File: src/rtl/bf_pkg.sv
// Shared types and constants for the memory address-path arbiter.
// It covers requester indices, the FSM state encoding and a one-hot helper.
package bf_pkg;

  localparam int ADDR_W = 13;

  localparam logic [1:0] REQ_PC  = 2'd0;
  localparam logic [1:0] REQ_DP  = 2'd1;
  localparam logic [1:0] REQ_STK = 2'd2;
  localparam logic [1:0] REQ_DBG = 2'd3;

  typedef enum logic [1:0] {
    ST_IDLE   = 2'd0,
    ST_SETUP  = 2'd1,
    ST_ACCESS = 2'd2,
    ST_DONE   = 2'd3
  } arb_state_e;

  function automatic logic [3:0] onehot4(input logic [1:0] idx);
    onehot4 = 4'b0001 << idx;
  endfunction

endpackage

File: src/rtl/bf_mem_arbiter_if.sv
// Bundle of the requester handshake and memory strobe signals around the arbiter.
// The master modport is the arbiter's view; slave is the requesters/memory side.
interface bf_mem_arbiter_if;

  logic [3:0] req;
  logic [3:0] we_in;
  logic       lock;
  logic [3:0] gnt;
  logic [3:0] done;
  logic [1:0] sel;
  logic       mem_req;
  logic       mem_we;
  logic       mem_ready;
  logic       busy;
  logic       timeout_err;
  logic       err_clr;

  modport master (
    input  req, we_in, lock, mem_ready, err_clr,
    output gnt, done, sel, mem_req, mem_we, busy, timeout_err
  );

  modport slave (
    output req, we_in, lock, mem_ready, err_clr,
    input  gnt, done, sel, mem_req, mem_we, busy, timeout_err
  );

endinterface

File: src/rtl/bf_rr_pick4.sv
// Combinational round-robin picker: the first set request bit found scanning
// from ptr upward (mod 4) wins.
module bf_rr_pick4 (
  input  logic [3:0] req,
  input  logic [1:0] ptr,
  output logic [1:0] winner,
  output logic       any
);

  logic [3:0] rot;
  logic [1:0] off;

  always_comb begin
    // Rotate so that bit 0 of rot corresponds to requester ptr.
    rot = 4'({req, req} >> ptr);
    off = 2'd0;
    if (rot[0])      off = 2'd0;
    else if (rot[1]) off = 2'd1;
    else if (rot[2]) off = 2'd2;
    else if (rot[3]) off = 2'd3;
    winner = ptr + off;
    any    = |req;
  end

endmodule

File: src/rtl/bf_mem_arbiter.sv
// Four-way round-robin arbiter for the shared memory address path. It holds the
// mux select through a setup window and the access, with an optional debug-port lock.
module bf_mem_arbiter
  import bf_pkg::*;
#(
  parameter int SETUP_CYCLES = 1,
  parameter int TIMEOUT      = 200,
  parameter int TMO_W        = 8
) (
  input  logic            clk,
  input  logic            rst_n,
  bf_mem_arbiter_if.master bus
);

  arb_state_e       state_q, state_d;
  logic [1:0]       ptr_q, ptr_d;
  logic [1:0]       sel_q, sel_d;
  logic [3:0]       gnt_q, gnt_d;
  logic             we_q, we_d;
  logic [2:0]       setup_q, setup_d;
  logic [TMO_W-1:0] tmo_q, tmo_d;
  logic             err_q, err_d;

  logic [1:0]       winner;
  logic             any_req;

  bf_rr_pick4 u_pick (
    .req    (bus.req),
    .ptr    (ptr_q),
    .winner (winner),
    .any    (any_req)
  );

  always_ff @(posedge clk or negedge rst_n) begin
    if (!rst_n) begin
      state_q <= ST_IDLE;
      ptr_q   <= 2'd0;
      sel_q   <= 2'd0;
      gnt_q   <= 4'd0;
      we_q    <= 1'b0;
      setup_q <= 3'd0;
      tmo_q   <= '0;
      err_q   <= 1'b0;
    end else begin
      state_q <= state_d;
      ptr_q   <= ptr_d;
      sel_q   <= sel_d;
      gnt_q   <= gnt_d;
      we_q    <= we_d;
      setup_q <= setup_d;
      tmo_q   <= tmo_d;
      err_q   <= err_d;
    end
  end

  always_comb begin
    state_d = state_q;
    ptr_d   = ptr_q;
    sel_d   = sel_q;
    gnt_d   = gnt_q;
    we_d    = we_q;
    setup_d = setup_q;
    tmo_d   = tmo_q;
    err_d   = err_q;

    // A timeout detected below overrides a same-cycle clear.
    if (bus.err_clr) err_d = 1'b0;

    unique case (state_q)
      ST_IDLE: begin
        if (any_req) begin
          sel_d   = winner;
          gnt_d   = onehot4(winner);
          we_d    = bus.we_in[winner];
          setup_d = 3'd0;
          tmo_d   = '0;
          state_d = ST_SETUP;
        end
      end

      ST_SETUP: begin
        if (setup_q == 3'(SETUP_CYCLES - 1)) begin
          setup_d = 3'd0;
          state_d = ST_ACCESS;
        end else begin
          setup_d = setup_q + 3'd1;
        end
      end

      ST_ACCESS: begin
        if (bus.mem_ready) begin
          state_d = ST_DONE;
        end else if (tmo_q == TMO_W'(TIMEOUT - 1)) begin
          err_d   = 1'b1;
          state_d = ST_DONE;
        end else begin
          tmo_d = tmo_q + 1'b1;
        end
      end

      ST_DONE: begin
        // A locked debug port keeps the pointer on itself so it wins again.
        if (sel_q == REQ_DBG && bus.lock) ptr_d = REQ_DBG;
        else                             ptr_d = sel_q + 2'd1;
        gnt_d   = 4'd0;
        setup_d = 3'd0;
        tmo_d   = '0;
        state_d = ST_IDLE;
      end

      default: state_d = ST_IDLE;
    endcase
  end

  assign bus.sel         = sel_q;
  assign bus.gnt         = gnt_q;
  assign bus.mem_we      = we_q;
  assign bus.mem_req     = (state_q == ST_ACCESS);
  assign bus.done        = (state_q == ST_DONE) ? gnt_q : 4'd0;
  assign bus.busy        = (state_q != ST_IDLE);
  assign bus.timeout_err = err_q;

endmodule

File: src/flat_wrapper.sv
// flat-port wrapper written by rule: the top's interface ports become plain ports
module bf_mem_arbiter_flat import bf_pkg::*;
#(
  parameter int SETUP_CYCLES = 1,
  parameter int TIMEOUT      = 200,
  parameter int TMO_W        = 8
)
  (clk, rst_n, bus_req, bus_we_in, bus_lock, bus_mem_ready, bus_err_clr, bus_gnt, bus_done, bus_sel, bus_mem_req, bus_mem_we, bus_busy, bus_timeout_err);
  bf_mem_arbiter_if bus_i ();
  input  logic clk;
  input  logic rst_n;
  input wire logic [$bits(bus_i.req)-1:0] bus_req;
  input wire logic [$bits(bus_i.we_in)-1:0] bus_we_in;
  input wire logic [$bits(bus_i.lock)-1:0] bus_lock;
  input wire logic [$bits(bus_i.mem_ready)-1:0] bus_mem_ready;
  input wire logic [$bits(bus_i.err_clr)-1:0] bus_err_clr;
  output wire logic [$bits(bus_i.gnt)-1:0] bus_gnt;
  output wire logic [$bits(bus_i.done)-1:0] bus_done;
  output wire logic [$bits(bus_i.sel)-1:0] bus_sel;
  output wire logic [$bits(bus_i.mem_req)-1:0] bus_mem_req;
  output wire logic [$bits(bus_i.mem_we)-1:0] bus_mem_we;
  output wire logic [$bits(bus_i.busy)-1:0] bus_busy;
  output wire logic [$bits(bus_i.timeout_err)-1:0] bus_timeout_err;
  assign bus_i.req = bus_req;
  assign bus_i.we_in = bus_we_in;
  assign bus_i.lock = bus_lock;
  assign bus_i.mem_ready = bus_mem_ready;
  assign bus_i.err_clr = bus_err_clr;
  assign bus_gnt = bus_i.gnt;
  assign bus_done = bus_i.done;
  assign bus_sel = bus_i.sel;
  assign bus_mem_req = bus_i.mem_req;
  assign bus_mem_we = bus_i.mem_we;
  assign bus_busy = bus_i.busy;
  assign bus_timeout_err = bus_i.timeout_err;
  bf_mem_arbiter #(.SETUP_CYCLES(SETUP_CYCLES), .TIMEOUT(TIMEOUT), .TMO_W(TMO_W)) u_core (.clk(clk), .rst_n(rst_n), .bus(bus_i));
endmodule
File: config.mk
export PLATFORM = sky130hd
export DESIGN_NAME = bf_mem_arbiter_flat
export DESIGN_NICKNAME = d
export VERILOG_FILES = /design/src/rtl/bf_pkg.sv /design/src/rtl/bf_mem_arbiter_if.sv /design/src/rtl/bf_rr_pick4.sv /design/src/rtl/bf_mem_arbiter.sv /design/src/flat_wrapper.sv
export SDC_FILE = /design/constraint.sdc
export NUM_CORES = 1
export LEC_CHECK = 0
export ABC_AREA = 1
export BUFFER_PORTS_ARGS = -buffer_cell sky130_fd_sc_hd__buf_2
export CORE_UTILIZATION = 62
export CTS_BUF_LIST = sky130_fd_sc_hd__clkbuf_2 sky130_fd_sc_hd__clkbuf_4 sky130_fd_sc_hd__clkbuf_8
export DETAILED_ROUTE_END_ITERATION = 7
export PLACE_DENSITY = 0.87
export RECOVER_POWER = 100
export SLEW_MARGIN = 10
export SYNTH_ARGS = -nofsm -noshare
export SYNTH_HDL_FRONTEND = slang
export SYNTH_HIERARCHICAL = 1
export SYNTH_SLANG_ARGS = --single-unit
File: constraint.sdc
create_clock -name clk -period 4.7 [get_ports clk]
set_input_delay 0.47 -clock clk [delete_from_list [all_inputs] [get_ports clk]]
set_output_delay 0.47 -clock clk [all_outputs]
set_load 0.02 [all_outputs]
==> impl_metrics.ini, run 1 <==
[clock_tree]
insertion_delay_ps = 300
cts_buffers = 3
post_cts_buffers = 0
h-tree-depth = 1
cts.clk_slew.worst_paths_ps = 120
cts_root_buffer = clkbuf_4
cts_resized = 0
postCtsHoldBufs = 0
cts_tree = yes
clockBufferDepth = 2
cts.sinks = 23

[sta]
rsz0062_at_grt = no
hold_viol = 0
fin_skew_ps = 4.57
timing.final.crit_share_pct = 50.2
min_period_ps = 2360
finalSetupViolations = 0
finalSetupTns_ps = 0
slew_violations = 0
fmax_ghz = 0.424
slew-limit-headroom_pct = 15.9
tightestPinTransition_ps = 1260

[hold_path]
min_path_type = input port to flip-flop

[power_and_ir_drop]
p_leak_uw = 0.000846
swShare_pct = 52.0
powerDensity_mw_per_mm2 = 555
clkPwrFrac_pct = 9.6
seq_power_share_pct = 32.4
power.internal_uw = 439
p_sw_uw = 477
total_power_uw = 916
p_comb_share_pct = 57.9
ir_worst_vdd_uv = 424

[worst_setup_path]
crit_fanout = 7
path_buf_inv = 3
crit_path_start_kind = flip-flop
critPathCaptureType = flip-flop
cp_slowest_cell = dfrtp_1
path_delay_family = simple AND/OR/NAND/NOR gates
slowest_delay_ps = 490
path_cells = inv_1 -> nand2_1 -> nand3_1 -> nand2_1 -> nand3_1 -> a21boi_0 -> ha_1 -> xor2_1 -> inv_1 -> nand3_1 -> nand2_1 -> inv_1 -> nand3_1 -> nand4_1 -> nand2_1 -> nand2_1
cpMostUsedCell = nand2_1
critPathArrivalTime_ps = 2600
required_ps = 4940
crit_type = flip-flop to flip-flop

[detailed_routing]
drt_iter0_markers = 42
wire_per_inst_um = 12.4
drc = 0
ant_nets = 0
via_per_inst = 5.44
drt-total-wl_um = 3220
vias = 1415
dr.pass1.iters = 4

[layout]
area_growth_pct = 8.75
diodes = 0
layout_common_cells = nand2_1, inv_1, dfrtp_1, nand3_1, clkbuf_1
fillers = 187
utilization_pct = 73.1
multi_input_area_um2 = 776
drive_gt1_share_pct = 11.6
layout.area.seq_um2 = 576
layout_commonest_cell = nand2_1
nNetsFinal = 256

[grt]
grt_max_degree = 24
first_global_vias = 1328
antenna_found_initial = 0
grt_pass1_wl_um = 5310
track_usage_pct = 27.0
overflow = 0

[floorplan]
die_x_um = 51.5
core_mm2 = 0.00225
dieArea_mm2 = 0.00265
boundaryPins = 27
rows = 17
fp.dieH_um = 51.5
initial_utilization_pct = 67.3

[synth]
yosysWarnings = 6
avgSynthCellArea_um2 = 7.40
ys_seq_area_share_pct = 38.0
syn_inst = 205
synth.distinct_cells = 28
synth_nets = 228
synth-seq-cells = 23
netlist_area_mm2 = 0.00152

[run]
max_cap_viol_count = 0

[place]
dp_hpwl_um = 2470
portBuffers = 26
gp_congestion = 0.881

[run_status]
outcome = complete, no violations
==> synthesized netlist by cell type (all sizes together) <==
master  count  area [um2]
xnor2       1        8.76
nand3      23         133
o21bai      1        7.51
or4         1        7.51
nand2      64         253
buf         3        25.0
nand4       1        6.26
xor2        1        8.76
inv        33         124
o21ai      15        82.6
o22ai       2        12.5
nor2       16        70.1
dfrtp      23         576
a31oi       1        6.26
ha         10         125
o32ai       4        35.0
a21boi      1        7.51
a21oi       5        28.8
==> final timing paths <==
| kind | slack, ps | end | cells after the start | startpoint |
|---|---|---|---|---|
| max in group asynchronous | 3550 | u_core/bus.gnt[3] | 1 | rst_n |
| max reg2reg | 2340 | u_core/bus.mem_we | 16 | u_core/ptr_q[0] |
| min in group asynchronous | 410 | u_core/bus.gnt[0] | 1 | rst_n |
| max | 2340 | u_core/bus.mem_we | 16 | u_core/ptr_q[0] |
| min | 330 | u_core/bus.timeout_err | 2 | bus_err_clr |
| min reg2reg | 540 | u_core/tmo_q[4] | 2 | u_core/tmo_q[4] |
==> per-layer routing <==
metal	vias to the layer above	share of wire (%)	global-route usage (%)
met2	35	50	47.2
met4	0	1.4	9.46
met3	6	3.6	3.57
met5	-	0	0
met1	666	45	33.7
li1	708	-	-
==> flip-flops by register name, indices dropped and copies added, names as in the netlist <==
register / count
u_core/bus.gnt: 4
u_core/bus.mem_we: 1
u_core/bus.sel: 2
u_core/bus.timeout_err: 1
u_core/ptr_q: 2
u_core/setup_q: 3
u_core/state_q: 2
u_core/tmo_q: 8
==> cell families after synthesis <==
logic type	share of synthesized area, %
compound gates	11.9
xor+xnor	1.16
buf+inv	9.82
fa+ha+maj	8.25
flops	38.0
simple gates	30.9
==> power by group through the flow <==
stage	combinational (uW)	clock (uW)	sequential, uW
floorplan	410	0	316
detailed placement	541	0	300
CTS	547	92.8	296
finish	531	88.3	297
global placement	517	0	297
global route	597	101	303
==> layout make-up <==
cell class	count	area share, %
Clock buffer	3	1.37
Sequential cell	23	34.9
Inverter	33	7.51
Timing Repair Buffer	26	6.75
Clock inverter	1	0.303
Multi-Input combinational cell	146	47.0
Tap cell	28	2.12
==> through the flow <==
stage          cell area, um2  setup WS [ps]  instances  hold WS, ps
5_1_grt                  1650           2050        260          313
3_5_place_dp             1660           2470        256          481
3_3_place_gp             1660           2620        256          469
4_1_cts                  1680           2460        260          134
6_report                 1650           2340        260          329
2_1_floorplan            1520           2850        205          174
No activity file was read; power rests on OpenSTA's default activity.
==> run 2: changes to the inputs <==
--- a/config.mk
+++ b/config.mk
@@ -5,12 +5,12 @@
 export SDC_FILE = /design/constraint.sdc
 export NUM_CORES = 1
 export LEC_CHECK = 0
-export ABC_AREA = 1
+export ABC_AREA = 0
 export BUFFER_PORTS_ARGS = -buffer_cell sky130_fd_sc_hd__buf_2
-export CORE_UTILIZATION = 62
+export CORE_UTILIZATION = 57
 export CTS_BUF_LIST = sky130_fd_sc_hd__clkbuf_2 sky130_fd_sc_hd__clkbuf_4 sky130_fd_sc_hd__clkbuf_8
 export DETAILED_ROUTE_END_ITERATION = 7
-export PLACE_DENSITY = 0.87
+export PLACE_DENSITY = 0.81
 export RECOVER_POWER = 100
 export SLEW_MARGIN = 10
 export SYNTH_ARGS = -nofsm -noshare
==> constraint.sdc (replaced) <==
create_clock -name clk -period 2.25 [get_ports clk]
set_input_delay 0.225 -clock clk [delete_from_list [all_inputs] [get_ports clk]]
set_output_delay 0.225 -clock clk [all_outputs]
set_load 0.02 [all_outputs]
==> run 2 against run 1 <==
Net effect: flip-flop and latch count stayed put; clock skew up 5.6 ps; global-route usage fell by 2.7 points; synthesized cell count is 21% lower; die area grew 8.9%; first-iteration DRC count up 24%; final area increased by 8.6%; cell count is 14% lower; register-to-register slack lost 2300 ps; core utilization decreased by 1.5 points; area after synthesis up 0.41%.
==> impl_metrics.ini, run 2 <==
[sta]
slew_violations = 0
fin_skew_ps = 10.1
rsz0062_at_grt = yes
min_period_ps = 2180
slew-limit-headroom_pct = 16.2
finalSetupViolations = 0
fmax_ghz = 0.459
timing.final.crit_share_pct = 96.9
tightestPinTransition_ps = 1260
hold_ws_ps = 94.9
hold_viol = 0

[detailed_routing]
wl_met2_um = 1620
ant_nets = 0
drc = 0
wl_met1_um = 1370
wire_per_inst_um = 14.2
wl_met3_um = 145
drt-total-wl_um = 3180
dr.pass1.iters = 4
vias = 1335
routed.top_layer = met4
via_per_inst = 5.99
drt_iter0_markers = 52

[synth]
yosysWarnings = 6
synth_nets = 185
synth_compound_area_share_pct = 18.0
avgSynthCellArea_um2 = 9.40
netlist.area_leader.share_pct = 37.8
synth.largest_area_cell = dfrtp_1
ys_seq_area_share_pct = 37.8
syn_inst = 162
netlist_area_mm2 = 0.00152
synth.distinct_cells = 49
ys.flop_type = dfrtp_1
yosysMostFrequentCell = dfrtp_1
synth_edf_count = 0
synthAdderAreaFrac_pct = 8.22
async_flop_share_pct = 100
synthSimpleGateAreaFrac_pct = 23.0
yosys-top-cells-count = dfrtp_1, nand2_1, inv_1, o21ai_0
synth-xor-area-share_pct = 1.15
synth_top_family_by_area = simple AND/OR/NAND/NOR gates
synth-seq-cells = 23
synth.mux.area_fraction_pct = 7.07
yosys-top-cells-area = dfrtp_1, ha_1, nand2_1, o21ai_0, inv_1

[place]
dp_hpwl_um = 2320
dpl-instance-area_mm2 = 0.00169
portBuffers = 26
dpl.cell_count = 217
gp_congestion = 0.828

[hold_path]
min_path_type = input port to flip-flop

[floorplan]
die_x_um = 53.7
boundaryPins = 27
fp.dieH_um = 53.7
dieArea_mm2 = 0.00288
initial_utilization_pct = 60.9
rows = 18
core_mm2 = 0.00250

[grt]
first_global_vias = 1177
overflow = 0
antenna_found_initial = 0
grt_pass1_wl_um = 5040
grt_max_degree = 24
track_usage_pct = 24.3

[layout]
layout.area.seq_um2 = 577
largest_reg_flops = 8
nNetsFinal = 217
multi_input_area_um2 = 926
drive_gt1_share_pct = 28.0
largest_register = u_core/tmo_q
diodes = 0
final_area_mm2 = 0.00179
area_growth_pct = 17.7
layout_common_cells = buf_2, dfrtp_1, nand2_1, inv_1, o21ai_0
layout_commonest_cell = buf_2
fillers = 202
utilization_pct = 71.7
instances_no_fill = 223

[clock_tree]
cts_root_buffer = clkbuf_4
clockBufferDepth = 2
cts_tree = yes
insertion_delay_ps = 310
cts_buffers = 3
cts.sinks = 23
h-tree-depth = 1
cts.clk_slew.worst_paths_ps = 120

[worst_setup_path]
critPathCaptureType = flip-flop
crit_path_start_kind = flip-flop
required_ps = 2450
crit_fanout = 8
crit_type = flip-flop to flip-flop
critPathArrivalTime_ps = 2380

[power_and_ir_drop]
total_power_uw = 1940
powerDensity_mw_per_mm2 = 1080
p_leak_uw = 0.000787
ir_worst_vdd_uv = 882

[run]
max_cap_viol_count = 0

[run_status]
outcome = complete, no violations
-- run 2: cell count changes after synthesis, sizes merged, moves of 5 or more --
cell	change
nand2	-46
and2	+5
nor3	+6
nor2	-6
inv	-21
nand3	-19
-- run 2: cells by family after synthesis --
logic type | Yosys count
simple gates | 62
compound gates | 39
flops | 23
buf+inv | 17
fa+ha+maj | 10
mux | 9
xor+xnor | 2
-- run 2: through the flow --
stage	worst slack, ps	TNS [ps]
CTS	5.29	0
floorplan	14.5	0
global placement	164	0
global route	-9.01	-9.01
finish	70.1	0
detailed placement	30.6	0
-- run 2: area by class of cell --
cell class              instances  share of cell area, %
clock buffers                   3                   1.26
inverters                      12                   2.51
well taps                      30                   2.09
flip-flops and latches         23                   32.2
clock inverters                 1                  0.279
multi-input cells             122                   51.7
repair buffers                 32                   9.99
-- run 2: path summary, 6_finish.rpt --
check	start	to	slack, ps	cells past startpoint
setup / recovery	u_core/ptr_q[0]	u_core/bus.mem_we	70	8
hold / removal	bus_err_clr	u_core/bus.timeout_err	90	2
setup reg to reg	u_core/ptr_q[0]	u_core/bus.mem_we	70	8
hold reg to reg	u_core/bus.mem_we	u_core/bus.mem_we	530	1
max in group asynchronous	rst_n	u_core/ptr_q[0]	720	2
min in group asynchronous	rst_n	u_core/bus.gnt[2]	690	2
-- run 2: timing repair --
action                                  4_1_cts  5_1_grt
buffers inserted                              0        1
resized for setup                             0       13
hold buffers                                  1        0
endpoints found under the setup margin        0        5
hold endpoints to repair                     23        0
-- run 2: critical path, stage by stage, from the launching register on --
cell and delay, ps:
dfrtp_2 510, buf_6 150, a31oi_1 140, o211ai_1 120
ha_2 210, xor2_2 160, xnor2_2 210, mux4_2 310
mux2_2 280
-- run 2: power by group --
part / switching [uW] / internal (uW)
logic: 596 / 508
registers: 125 / 514
clock network: 126 / 66.3
total: 847 / 1090
-- run 2: per-layer routing --
layer / global-route usage (%) / up-vias
li1: - / 650
met1: 29.0 / 633
met2: 45.1 / 46
met3: 3.39 / 6
met4: 5.70 / 0
met5: 0 / -
==> run 3: changes to the inputs <==
--- a/config.mk
+++ b/config.mk
@@ -6,10 +6,10 @@
 export NUM_CORES = 1
 export LEC_CHECK = 0
 export ABC_AREA = 0
-export BUFFER_PORTS_ARGS = -buffer_cell sky130_fd_sc_hd__buf_2
-export CORE_UTILIZATION = 57
+export CORE_UTILIZATION = 65
 export CTS_BUF_LIST = sky130_fd_sc_hd__clkbuf_2 sky130_fd_sc_hd__clkbuf_4 sky130_fd_sc_hd__clkbuf_8
 export DETAILED_ROUTE_END_ITERATION = 7
+export DONT_BUFFER_PORTS = 1
 export PLACE_DENSITY = 0.81
 export RECOVER_POWER = 100
 export SLEW_MARGIN = 10
@@ -17,3 +17,4 @@
 export SYNTH_HDL_FRONTEND = slang
 export SYNTH_HIERARCHICAL = 1
 export SYNTH_SLANG_ARGS = --single-unit
+export TNS_END_PERCENT = 10
==> run 3 against run 2 <==
Net effect: the flow now finishes with violations (negative setup slack); largest power group unchanged; critical endpoint unchanged; first-iteration DRC count shrank 1.9%; critical path type unchanged; power shrank 6.2%; cell count shrank 12%; wire length grew 0.72%; register-to-register slack lost 140 ps; flip-flop and latch count is the same; via count shrank 5.8%; clock power is essentially flat; clock skew shrank 6.7 ps; highest routed layer unchanged; maximum frequency shrank 6.1%.
==> impl_metrics.ini, run 3 (synthesized netlist as in run 2, its figures left out) <==
[grt]
overflow = 0
first_global_vias = 1221
track_usage_pct = 26.9
grt_pass1_wl_um = 5180
antenna_found_initial = 0
grt_max_degree = 24

[run_status]
violations = negative setup slack
outcome = complete, but fails checks

[layout]
area_growth_pct = 8.05
layout_commonest_cell = dfrtp_1
layout_common_cells = dfrtp_1, nand2_1, inv_1, o21ai_0, nor2_1
diodes = 0
multi_input_area_um2 = 897
fillers = 172
drive_gt1_share_pct = 14.2
largest_register = u_core/tmo_q
largest_reg_flops = 8
nNetsFinal = 193
layout.area.seq_um2 = 577

[sta]
slew-limit-headroom_pct = 32.1
hold_ws_ps = 64.7
rsz0062_at_grt = yes
finalSetupViolations = 1
tightestPinTransition_ps = 1010
fin_skew_ps = 3.47
min_period_ps = 2320
finalSetupTns_ps = -71.7
fmax_ghz = 0.431
timing.final.crit_share_pct = 103
hold_viol = 0
slew_violations = 0
worst_slack_ps = -71.7

[place]
pre_cts_ws_ps = 35.7
gp_congestion = 0.852
dp_hpwl_um = 2320
portBuffers = 0

[clock_tree]
cts_root_buffer = clkbuf_4
cts.sinks = 23
clockBufferDepth = 2
cts.clk_slew.worst_paths_ps = 130
cts_tree = yes
h-tree-depth = 1
insertion_delay_ps = 310
cts_buffers = 3

[detailed_routing]
via_per_inst = 6.38
drt-total-wl_um = 3200
drc = 0
drt_iter0_markers = 51
dr.pass1.iters = 5
vias = 1257
wire_per_inst_um = 16.2
ant_nets = 0

[power_and_ir_drop]
p_leak_uw = 0.000669
ir_worst_vdd_uv = 854
powerDensity_mw_per_mm2 = 1100

[worst_setup_path]
crit_path_start_kind = flip-flop
cp-startpoint = u_core/ptr_q[0]
critPathCaptureType = flip-flop
rr_startpoint = u_core/ptr_q[0]
critPathArrivalTime_ps = 2530
required_ps = 2460
crit_fanout = 8
crit_type = flip-flop to flip-flop

[hold_path]
min_path_type = input port to flip-flop
hold_path.startpoint = bus_lock

[floorplan]
fp.dieH_um = 50.4
initial_utilization_pct = 68.8
die_x_um = 50.4
rows = 17
dieArea_mm2 = 0.00254
core_mm2 = 0.00221
boundaryPins = 27

[run]
max_cap_viol_count = 0
==> run 3: changes by cell type in the layout (fill, tap and decap cells not counted), moves of 2 or more <==
cell / delta
dlygate4sd3_1: +2
buf_2: -24
and2_1: -4
and2_0: +4
==> run 3: path summary, 6_finish.rpt <==
kind                                      to  slack (ps)  cells past startpoint
max                        u_core/bus.mem_we         -70                      8
min                          u_core/ptr_q[0]          60                      2
max reg2reg                u_core/bus.mem_we         -70                      8
min reg2reg                u_core/setup_q[2]         530                      1
max in group asynchronous    u_core/ptr_q[0]        1060                      1
min in group asynchronous    u_core/ptr_q[1]         520                      1
==> run 3: layout make-up <==
type | instances | share of cell area [%]
Clock buffer | 3 | 1.37
Clock inverter | 1 | 0.304
Inverter | 12 | 2.74
Multi-Input combinational cell | 122 | 54.5
Sequential cell | 23 | 35.1
Tap cell | 28 | 2.13
Timing Repair Buffer | 8 | 3.88
==> run 3: per-layer routing <==
layer / track usage (%) / share of wire, % / routed length [um] / vias up
met4: 11.6 / 1.1 / 36 / 0
met5: 0 / 0 / 0 / -
met1: 32.3 / 42 / 1350 / 606
li1: - / - / - / 602
met2: 47.1 / 51 / 1630 / 43
met3: 4.55 / 5.8 / 186 / 6
==> run 3: worst max-delay path, cell delays in order, from the launching register on <==
cell and delay [ps]:
dfrtp_2 500, nor3b_1 320, o21ai_1 130, o211ai_1 140, ha_2 210, xor2_1 170
xnor2_1 170, mux4_2 330, mux2_2 270
==> run 3: per-stage QoR <==
| step | cell area (um2) | utilization, % | power (uW) | instances |
|---|---|---|---|---|
| after floorplan | 1520 | - | 1370 | 162 |
| after global routing | 1650 | 74.4 | 1950 | 197 |
| after CTS | 1620 | 73.1 | 1790 | 196 |
| after global placement | 1560 | 70.5 | 1530 | 189 |
| after detailed placement | 1560 | 70.5 | 1580 | 189 |
| final | 1650 | 74.4 | 1820 | 197 |
==> run 3: power by group <==
group          internal, uW  switching (uW)  leakage, uW
clock network          66.4             124    0.0000177
logic                   422             504     0.000352
registers               514             186     0.000300
==> run 3: what timing repair did <==
| item | in CTS | in global routing |
|---|---|---|
| setup endpoints to repair | 0 | 5 |
| setup buffers | 0 | 1 |
| endpoints found under the hold margin | 24 | 0 |
| resized for setup | 0 | 8 |
| hold buffers | 3 | 0 |
